`src/rtl/ucode_pkg.sv`:
```
// Shared microword field layout and encodings for the microcode sequencer.
package ucode_pkg;

  typedef enum logic [2:0] {
    SEQ_NEXT     = 3'd0,
    SEQ_JUMP     = 3'd1,
    SEQ_BRANCH   = 3'd2,
    SEQ_CALL     = 3'd3,
    SEQ_RET      = 3'd4,
    SEQ_DISPATCH = 3'd5,
    SEQ_HALT     = 3'd6,
    SEQ_RSVD     = 3'd7
  } seq_op_e;

  typedef enum logic [1:0] {
    ST_RUN   = 2'd0,
    ST_HALT  = 2'd1,
    ST_FAULT = 2'd2
  } state_e;

  localparam int SEQ_LSB  = 0;
  localparam int SEQ_W    = 3;
  localparam int CSEL_LSB = 3;
  localparam int CSEL_W   = 2;
  localparam int CINV_BIT = 5;
  localparam int TGT_LSB  = 6;

endpackage

```
`src/rtl/ucode_ret_stack.sv`:
```
// Return-address LIFO; dout is the top entry, combinational. Push when full and pop when
// empty are ignored; clr empties it synchronously. Entries are never cleared, only sp.
module ucode_ret_stack #(
  parameter int DEPTH = 4,
  parameter int WIDTH = 8
) (
  input  logic                         clk,
  input  logic                         rst,
  input  logic                         clr,
  input  logic                         push,
  input  logic                         pop,
  input  logic [WIDTH-1:0]             din,
  output logic [WIDTH-1:0]             dout,
  output logic [$clog2(DEPTH+1)-1:0]   sp,
  output logic                         full,
  output logic                         empty
);

  localparam int SPW = $clog2(DEPTH + 1);
  localparam int IW  = (DEPTH > 1) ? $clog2(DEPTH) : 1;

  logic [WIDTH-1:0] mem [DEPTH];
  logic [IW-1:0]    wr_idx;
  logic [IW-1:0]    top_idx;

  assign full    = (sp == SPW'(DEPTH));
  assign empty   = (sp == '0);
  assign wr_idx  = IW'(sp);
  assign top_idx = IW'(sp - SPW'(1));
  assign dout    = empty ? '0 : mem[top_idx];

  always_ff @(posedge clk or posedge rst) begin
    if (rst) begin
      sp <= '0;
    end else if (clr) begin
      sp <= '0;
    end else if (push && !full) begin
      sp <= sp + SPW'(1);
    end else if (pop && !empty) begin
      sp <= sp - SPW'(1);
    end
  end

  always_ff @(posedge clk) begin
    if (push && !full && !clr) begin
      mem[wr_idx] <= din;
    end
  end

endmodule

```
`src/rtl/ucode_sequencer.sv`:
```
// Micro-PC owner: decodes the sequencing field and issues one microword per cycle, no bubbles.
// stall, a DISPATCH without dispatch_valid, HALT and FAULT hold the micro-PC; restart overrides all.
module ucode_sequencer
  import ucode_pkg::*;
#(
  parameter int                    ADDR_WIDTH  = 8,
  parameter int                    DATA_WIDTH  = 32,
  parameter int                    STACK_DEPTH = 4,
  parameter logic [ADDR_WIDTH-1:0] RESET_ADDR  = '0
) (
  input  logic                             clk,
  input  logic                             rst,
  output logic [ADDR_WIDTH-1:0]            rom_addr,
  input  logic [DATA_WIDTH-1:0]            rom_data,
  input  logic [3:0]                       cond_in,
  input  logic [ADDR_WIDTH-1:0]            dispatch_addr,
  input  logic                             dispatch_valid,
  output logic                             dispatch_ready,
  input  logic                             stall,
  input  logic                             restart,
  output logic [DATA_WIDTH-ADDR_WIDTH-7:0] ctrl,
  output logic                             ctrl_valid,
  output logic                             halted,
  output logic                             fault
);

  localparam int SPW      = $clog2(STACK_DEPTH + 1);
  localparam int CTRL_LSB = TGT_LSB + ADDR_WIDTH;

  state_e                state, state_nxt;
  seq_op_e               seq_op;
  logic [ADDR_WIDTH-1:0] upc, upc_nxt, upc_inc, target, ret_addr;
  logic [CSEL_W-1:0]     cond_sel;
  logic                  cond, run, retire;
  logic                  stk_push, stk_pop, stk_full, stk_empty;
  logic [SPW-1:0]        stk_sp;

  assign seq_op   = seq_op_e'(rom_data[SEQ_LSB +: SEQ_W]);
  assign cond_sel = rom_data[CSEL_LSB +: CSEL_W];
  assign target   = rom_data[TGT_LSB +: ADDR_WIDTH];
  assign cond     = cond_in[cond_sel] ^ rom_data[CINV_BIT];
  assign upc_inc  = upc + ADDR_WIDTH'(1);

  // restart suppresses retirement so nothing reaches the datapath in the restart cycle
  assign run            = (state == ST_RUN) && !stall && !restart;
  assign retire         = run && !(seq_op == SEQ_DISPATCH && !dispatch_valid);
  assign dispatch_ready = run && (seq_op == SEQ_DISPATCH) && dispatch_valid;
  assign ctrl_valid     = retire;
  assign ctrl           = rom_data[DATA_WIDTH-1:CTRL_LSB];
  assign rom_addr       = upc;
  assign halted         = (state == ST_HALT);
  assign fault          = (state == ST_FAULT);

  always_ff @(posedge clk or posedge rst) begin
    if (rst) begin
      upc   <= RESET_ADDR;
      state <= ST_RUN;
    end else begin
      upc   <= upc_nxt;
      state <= state_nxt;
    end
  end

  always_comb begin
    upc_nxt   = upc;
    state_nxt = state;
    stk_push  = 1'b0;
    stk_pop   = 1'b0;
    if (restart) begin
      upc_nxt   = RESET_ADDR;
      state_nxt = ST_RUN;
    end else if (retire) begin
      case (seq_op)
        SEQ_JUMP:     upc_nxt = target;
        SEQ_BRANCH:   upc_nxt = cond ? target : upc_inc;
        SEQ_CALL: begin
          if (stk_full) begin
            state_nxt = ST_FAULT;
          end else begin
            stk_push = 1'b1;
            upc_nxt  = target;
          end
        end
        SEQ_RET: begin
          if (stk_empty) begin
            state_nxt = ST_FAULT;
          end else begin
            stk_pop = 1'b1;
            upc_nxt = ret_addr;
          end
        end
        SEQ_DISPATCH: upc_nxt   = dispatch_addr;
        SEQ_HALT:     state_nxt = ST_HALT;
        default:      upc_nxt   = upc_inc;
      endcase
    end
  end

  ucode_ret_stack #(
    .DEPTH (STACK_DEPTH),
    .WIDTH (ADDR_WIDTH)
  ) u_ret_stack (
    .clk   (clk),
    .rst   (rst),
    .clr   (restart),
    .push  (stk_push),
    .pop   (stk_pop),
    .din   (upc_inc),
    .dout  (ret_addr),
    .sp    (stk_sp),
    .full  (stk_full),
    .empty (stk_empty)
  );

  sp_in_range: assert property (@(posedge clk) disable iff (rst) stk_sp <= SPW'(STACK_DEPTH));

endmodule

```
`config.mk`:
```
export PLATFORM = sky130hd
export DESIGN_NAME = ucode_sequencer
export DESIGN_NICKNAME = d
export VERILOG_FILES = /design/src/rtl/ucode_pkg.sv /design/src/rtl/ucode_ret_stack.sv /design/src/rtl/ucode_sequencer.sv
export SDC_FILE = /design/constraint.sdc
export NUM_CORES = 1
export LEC_CHECK = 0
export BUFFER_PORTS_ARGS = -buffer_cell sky130_fd_sc_hd__buf_2
export CAP_MARGIN = 20
export CORE_MARGIN = 2
export CORE_UTILIZATION = 35
export DETAILED_ROUTE_END_ITERATION = 16
export HOLD_SLACK_MARGIN = 0.1
export PLACE_DENSITY_LB_ADDON = 0.2
export SYNTH_ARGS = -nofsm -noshare
export SYNTH_HDL_FRONTEND = slang
export SYNTH_SLANG_ARGS = --single-unit
export TNS_END_PERCENT = 20
```
`constraint.sdc`:
```
create_clock -name clk -period 6.75 [get_ports clk]
set_clock_uncertainty 0.2 [all_clocks]
set_input_delay 1.6875 -clock clk [delete_from_list [all_inputs] [get_ports clk]]
set_output_delay 1.6875 -clock clk [all_outputs]
set_load 0.005 [all_outputs]
```
Yosys cells after proc, flatten, opt, wreduce, memory -nomap -nowiden
Memories as Yosys holds them, arrays and structs flattened.
Cells that the tools add are included.
{ "word_totals": {"reg_bits": 13, "ramBits": 32, "out_inout_bits": 30, "elab_cells": 71, "mem_count": 1} }
{ "memory_table": {"columns": ["memory", "words", "word_bits", "rd", "rd_clocked_by_memory_dff", "write_ports", "line", "rtl"], "rows": [
  ["u_ret_stack.mem", 4, 8, 1, 0, 1, "ucode_ret_stack.sv:22", "logic [WIDTH-1:0] mem [DEPTH];"]
]} }
{ "op_classes": {"addsub": 3, "n_lt_le_gt_ge": 1, "eq_ne": 14, "muxes": 26, "bitwise_logic": 1, "reduce_logical": 22} }
{ "op_table": {"columns": ["op", "count"], "rows": [
  ["$pmux 8 s6", 1],
  ["$mux 8", 5],
  ["$eq 3x3->1 const B", 4],
  ["$mux 1", 11],
  ["$logic_and 1x1->1", 9],
  ["$mux 3", 3],
  ["$add 8x1->8 const B", 1],
  ["$mux 2", 4],
  ["$reduce_and 4->1", 2],
  ["$eq 3x2->1 const B", 2],
  ["$logic_not 1->1", 6],
  ["$ne 3x2->1 const B", 2],
  ["$ne 3x3->1 const B", 2],
  ["$pmux 2 s3", 1],
  ["$reduce_bool 4->1", 1],
  ["$add 3x1->3 const B", 1],
  ["$eq 3x1->1 const B", 1],
  ["$logic_not 3->1", 1],
  ["$lt 2x3->1 const B", 1],
  ["$reduce_bool 3->1", 1],
  ["$sub 3x1->3 const B", 1],
  ["$bmux 1 s2", 1],
  ["$eq 2x1->1 const B", 1],
  ["$eq 2x2->1 const B", 1],
  ["4 further kinds", 4]
]} }

Depth between registers and ports, before layout
{ "depth": {"ltp_word": 10, "depth_mapped": 9, "ltp_nobuf": 7} }

Hierarchy
Synthesis repeated with hierarchy kept, for this count alone.
{ "unflattened": {"cells_unflattened": 246, "hier_area_um2": 2802.7} }
{ "by_module_without_submodules": {"columns": ["mod", "instances", "cells_per_inst", "area_per_inst_um2", "seq_area_each_um2"], "rows": [
  ["ucode_ret_stack", 1, 88, 1551.5, 1036.0],
  ["ucode_sequencer", 1, 158, 1251.2, 250.2]
]} }

Least setup slack after synthesis
OpenSTA, ideal clock, no wires.
{ "synth_timing": {"path_type": "input -> output", "startpoint": "input port rom_data[1]", "endpoint": "output port dispatch_ready", "t_arrival_ps": 2495, "required_time_ps": 4862, "slack_ps": 2368, "stages": 3, "path_buffers": 1, "path_cell_list": "buf_2 > nor2b_1 > and4_1"} }
{ "synth_via": {"elab_chain_len": 3} }
{ "synth_rtl": {"columns": ["item", "line", "rtl"], "rows": [
  ["from (decl)", "ucode_sequencer.sv:14", "input logic [DATA_WIDTH-1:0] rom_data,"],
  ["$eq 3x3->1", "ucode_sequencer.sv:47", "assign dispatch_ready = run && (seq_op == SEQ_DISPATCH) && dispatch_valid;"],
  ["$logic_and 1x1->1 (2 in a row)", "ucode_sequencer.sv:47", null],
  ["to (decl)", "ucode_sequencer.sv:18", "output logic dispatch_ready,"]
]} }
Every way passes these cells.

Final worst setup path
{ "layout_timing": {"startpoint": "input port rom_data[2]", "endpoint": "output port dispatch_ready"} }
The elaborated chain is that of the path after synthesis.

==> flow_summary.ini <==
[timing]
hold_viol = 0
slew_headroom_pct = 52.4
fin_ws_ns = 1.96
max_freq_mhz = 209
tightest_slew_ns = 0.709
timing.setup.tns_ns = 0
setup_viol = 0
period_needed_ns = 4.79
slew_violations = 0
rsz0062_at_grt = no
final.period_utilization_pct = 71.0

[logic_synthesis]
synth_cell_type_count = 48
synth.top_cell.area_share_pct = 37.8
yosys-top-cells-area = edfxtp_1 (38%), dfrtp_1 (13%), mux4_2 (8.0%)
async_flop_share_pct = 28.9
synthesis.area_um2 = 2540
synth-warning-count = 0
avgSynthCellArea_um2 = 12.5
yosysSeqAreaShare_pct = 50.6
synth_edf_count = 32
yosysTopAreaCell = edfxtp_1
synth_seq_cells = 45
synthCells = 204
synth_nets = 259
synthFlopType = edfxtp_1

[drt]
dr.pass1.iters = 4
antenna_left = 0
initialDrtViolationCount = 90
drt-total-wl_mm = 5.71
drc_errors = 0
routedWlPerCell_um = 17.5
avgViaCountPerCell = 5.26
vias = 1714

[global_route]
antenna_found_initial = 0
grt_max_degree = 23
grt_pass1_vias = 1690
grt_use_total_pct = 15.5
grt_overflow_total = 0
grt_pass1_wl_mm = 8.97

[critical_path]
worst_setup_path_end_kind = primary output
rr_startpoint = u_ret_stack.sp[0]$_DFFE_PP0P_
regToRegSetupSlack_ns = 4.01
rr_worst_depth = 7
worst_path_most_repeated_cell = buf_2
crit_type = in2out
slowest_stage = nor2b_1
critPathRequiredTime_ns = 4.86
max_stage_delay_ns = 0.60
critPathArrivalTime_ns = 2.90
reg2reg_to = rom_addr[0]$_DFFE_PP0P_
worst_setup_path_start_kind = input port
path_max_fanout = 16
cp_cell_sequence = buf_2 > nor2b_1 > and4_1 > buf_2

[worst_hold_path]
holdCritStartpoint = state[1]$_DFFE_PP0P_
hold_class = reg2reg
min_to = state[1]$_DFFE_PP0P_
hold_path_depth = 1

[clock_network]
numCtsBuffers = 5
root_buffer = clkbuf_8
clk_pin_slew_ns = 0.09
cts_hold_buf = 0
cts.path.max_buffers = 2
cts_tree = yes
clock-sinks = 45
insertion_delay_ns = 0.30
htreeDepth = 2
post_cts_resized = 0
post_cts_buffers = 0

[power_and_ir_drop]
p_switching_mw = 0.168
switching_share_pct = 26.6
p_clk_share_pct = 33.6
p_int_mw = 0.462
seqPwrFrac_pct = 51.1
comb_power_share_pct = 15.3
powerDensity_nw_per_um2 = 224
power_leakage_nw = 1.08
irDropWorstVdd_mv = 0.0815
finalPower_mw = 0.630

[flow_run]
drv_cap = 0

[cells_and_area]
antenna_cells = 0
final_cells = 326
syn_to_final_growth_pct = 10.7
nFillCells = 725
drive_above_1_share_pct = 30.0
fin_area_um2 = 2810
final-seq-area_um2 = 1290
fin_nets = 281
multi_input_area_um2 = 1050

[place]
hpwl_mm = 4.07
gp_congestion = 0.803
place_inst = 318
placed_cell_area_um2 = 2700
post-place-ws_ns = 1.98
numPortBuffers = 42

[die]
start_util_pct = 35.6
die_w_um = 89.2
io_pins = 79
die_area_um2 = 7960
rows = 31
die_h_um = 89.2
core_area_um2 = 7140

[outcome]
status = completed
power groups by stage:
stage,combinational (mW),sequential [mW],clock (mW)
2_1_floorplan,0.0714,0.325,0
3_3_place_gp,0.0955,0.328,0
3_5_place_dp,0.0959,0.328,0
4_1_cts,0.0964,0.322,0.217
5_1_grt,0.107,0.323,0.226
6_report,0.0964,0.322,0.212
cells by family (layout without fill, tap and decap cells):
group	count (synthesis)	count (layout)	synth area share [%]
and+or+nand+nor	43	43	9.65
AOI/OAI and AO/OA	53	53	15.5
DFF	45	45	50.6
muxes	14	14	10.0
adders and majority gates	6	6	2.95
buffers and inverters	35	58	8.22
xor gates and xnor gates	8	8	3.05
worst max path at each step:
stage                           start        endpoint  cells after the start  slack [ns]
after detailed placement  rom_data[2]  dispatch_ready                      4        1.98
final                     rom_data[2]  dispatch_ready                      4        1.96
after global placement    rom_data[2]  dispatch_ready                      4        1.98
after floorplan           rom_data[1]  dispatch_ready                      3        2.37
after global routing      rom_data[2]  dispatch_ready                      4        1.85
after CTS                 rom_data[2]  dispatch_ready                      4        1.96
synthesized netlist by cell type (5+ instances only):
library cell and instances:
inv_1 7, a31oi_1 8, nand2_1 11, ha_1 6
a21oi_1 16, o21ai_0 5, edfxtp_1 32, dfrtp_1 13
nor2b_1 6, buf_2 5, mux4_2 9, buf_4 19
a22oi_1 5
area by class of cell:
class	instances	share of cell area, %
multi-input combinational	124	37.2
sequential	45	45.7
timing repair buffer	43	7.74
inverter	7	0.934
tap	99	4.40
clock inverter	3	1.56
clock buffer	5	2.45
layer usage:
layer | routed length [um] | track usage, % | part of all wire [%] | up-vias
met4 | 87 | 5.16 | 1.5 | 0
li1 | - | - | - | 804
met5 | 0 | 0 | 0 | -
met1 | 2600 | 21.2 | 46 | 843
met2 | 2650 | 24.2 | 46 | 57
met3 | 368 | 3.79 | 6.4 | 10
registers in the layout, summed over array words and instances, names as in the netlist:
| signal | count |
|---|---|
| u_ret_stack.sp | 3 |
| state | 2 |
| u_ret_stack.mem | 32 |
| rom_addr | 8 |
cell usage in the layout (no fill, tap or decap), types with 2 or more instances in the layout:
cell type and n:
nor4b_1 2, nor4_1 2, o21a_1 2, nor3_1 2, mux4_2 9, mux2_2 2
o21ai_0 5, dfrtp_1 13, a221oi_1 2, nand2_1 11, and4_1 2, and2_1 4
a21oi_1 16, edfxtp_1 32, buf_2 42, clkbuf_8 5, a31oi_1 8, nand3_1 4
a32o_1 4, a22oi_1 5, mux2i_1 3, nor2_1 2, xor2_1 4, xnor2_1 3
ha_1 6, nor2b_1 6, inv_1 7
per-stage QoR:
stage	hold WS, ns	util, %
floorplan	0.302	-
global placement	0.350	37.8
detailed placement	0.355	37.8
CTS	0.376	39.4
global route	0.421	39.4
finish	0.371	39.4
worst max-delay path: cells and delay by family:
family | cells | cell delay [ns]
and+or+nand+nor | 2 | 0.88
buffers and inverters | 2 | 0.34
Power figures use the tool's default switching activity.
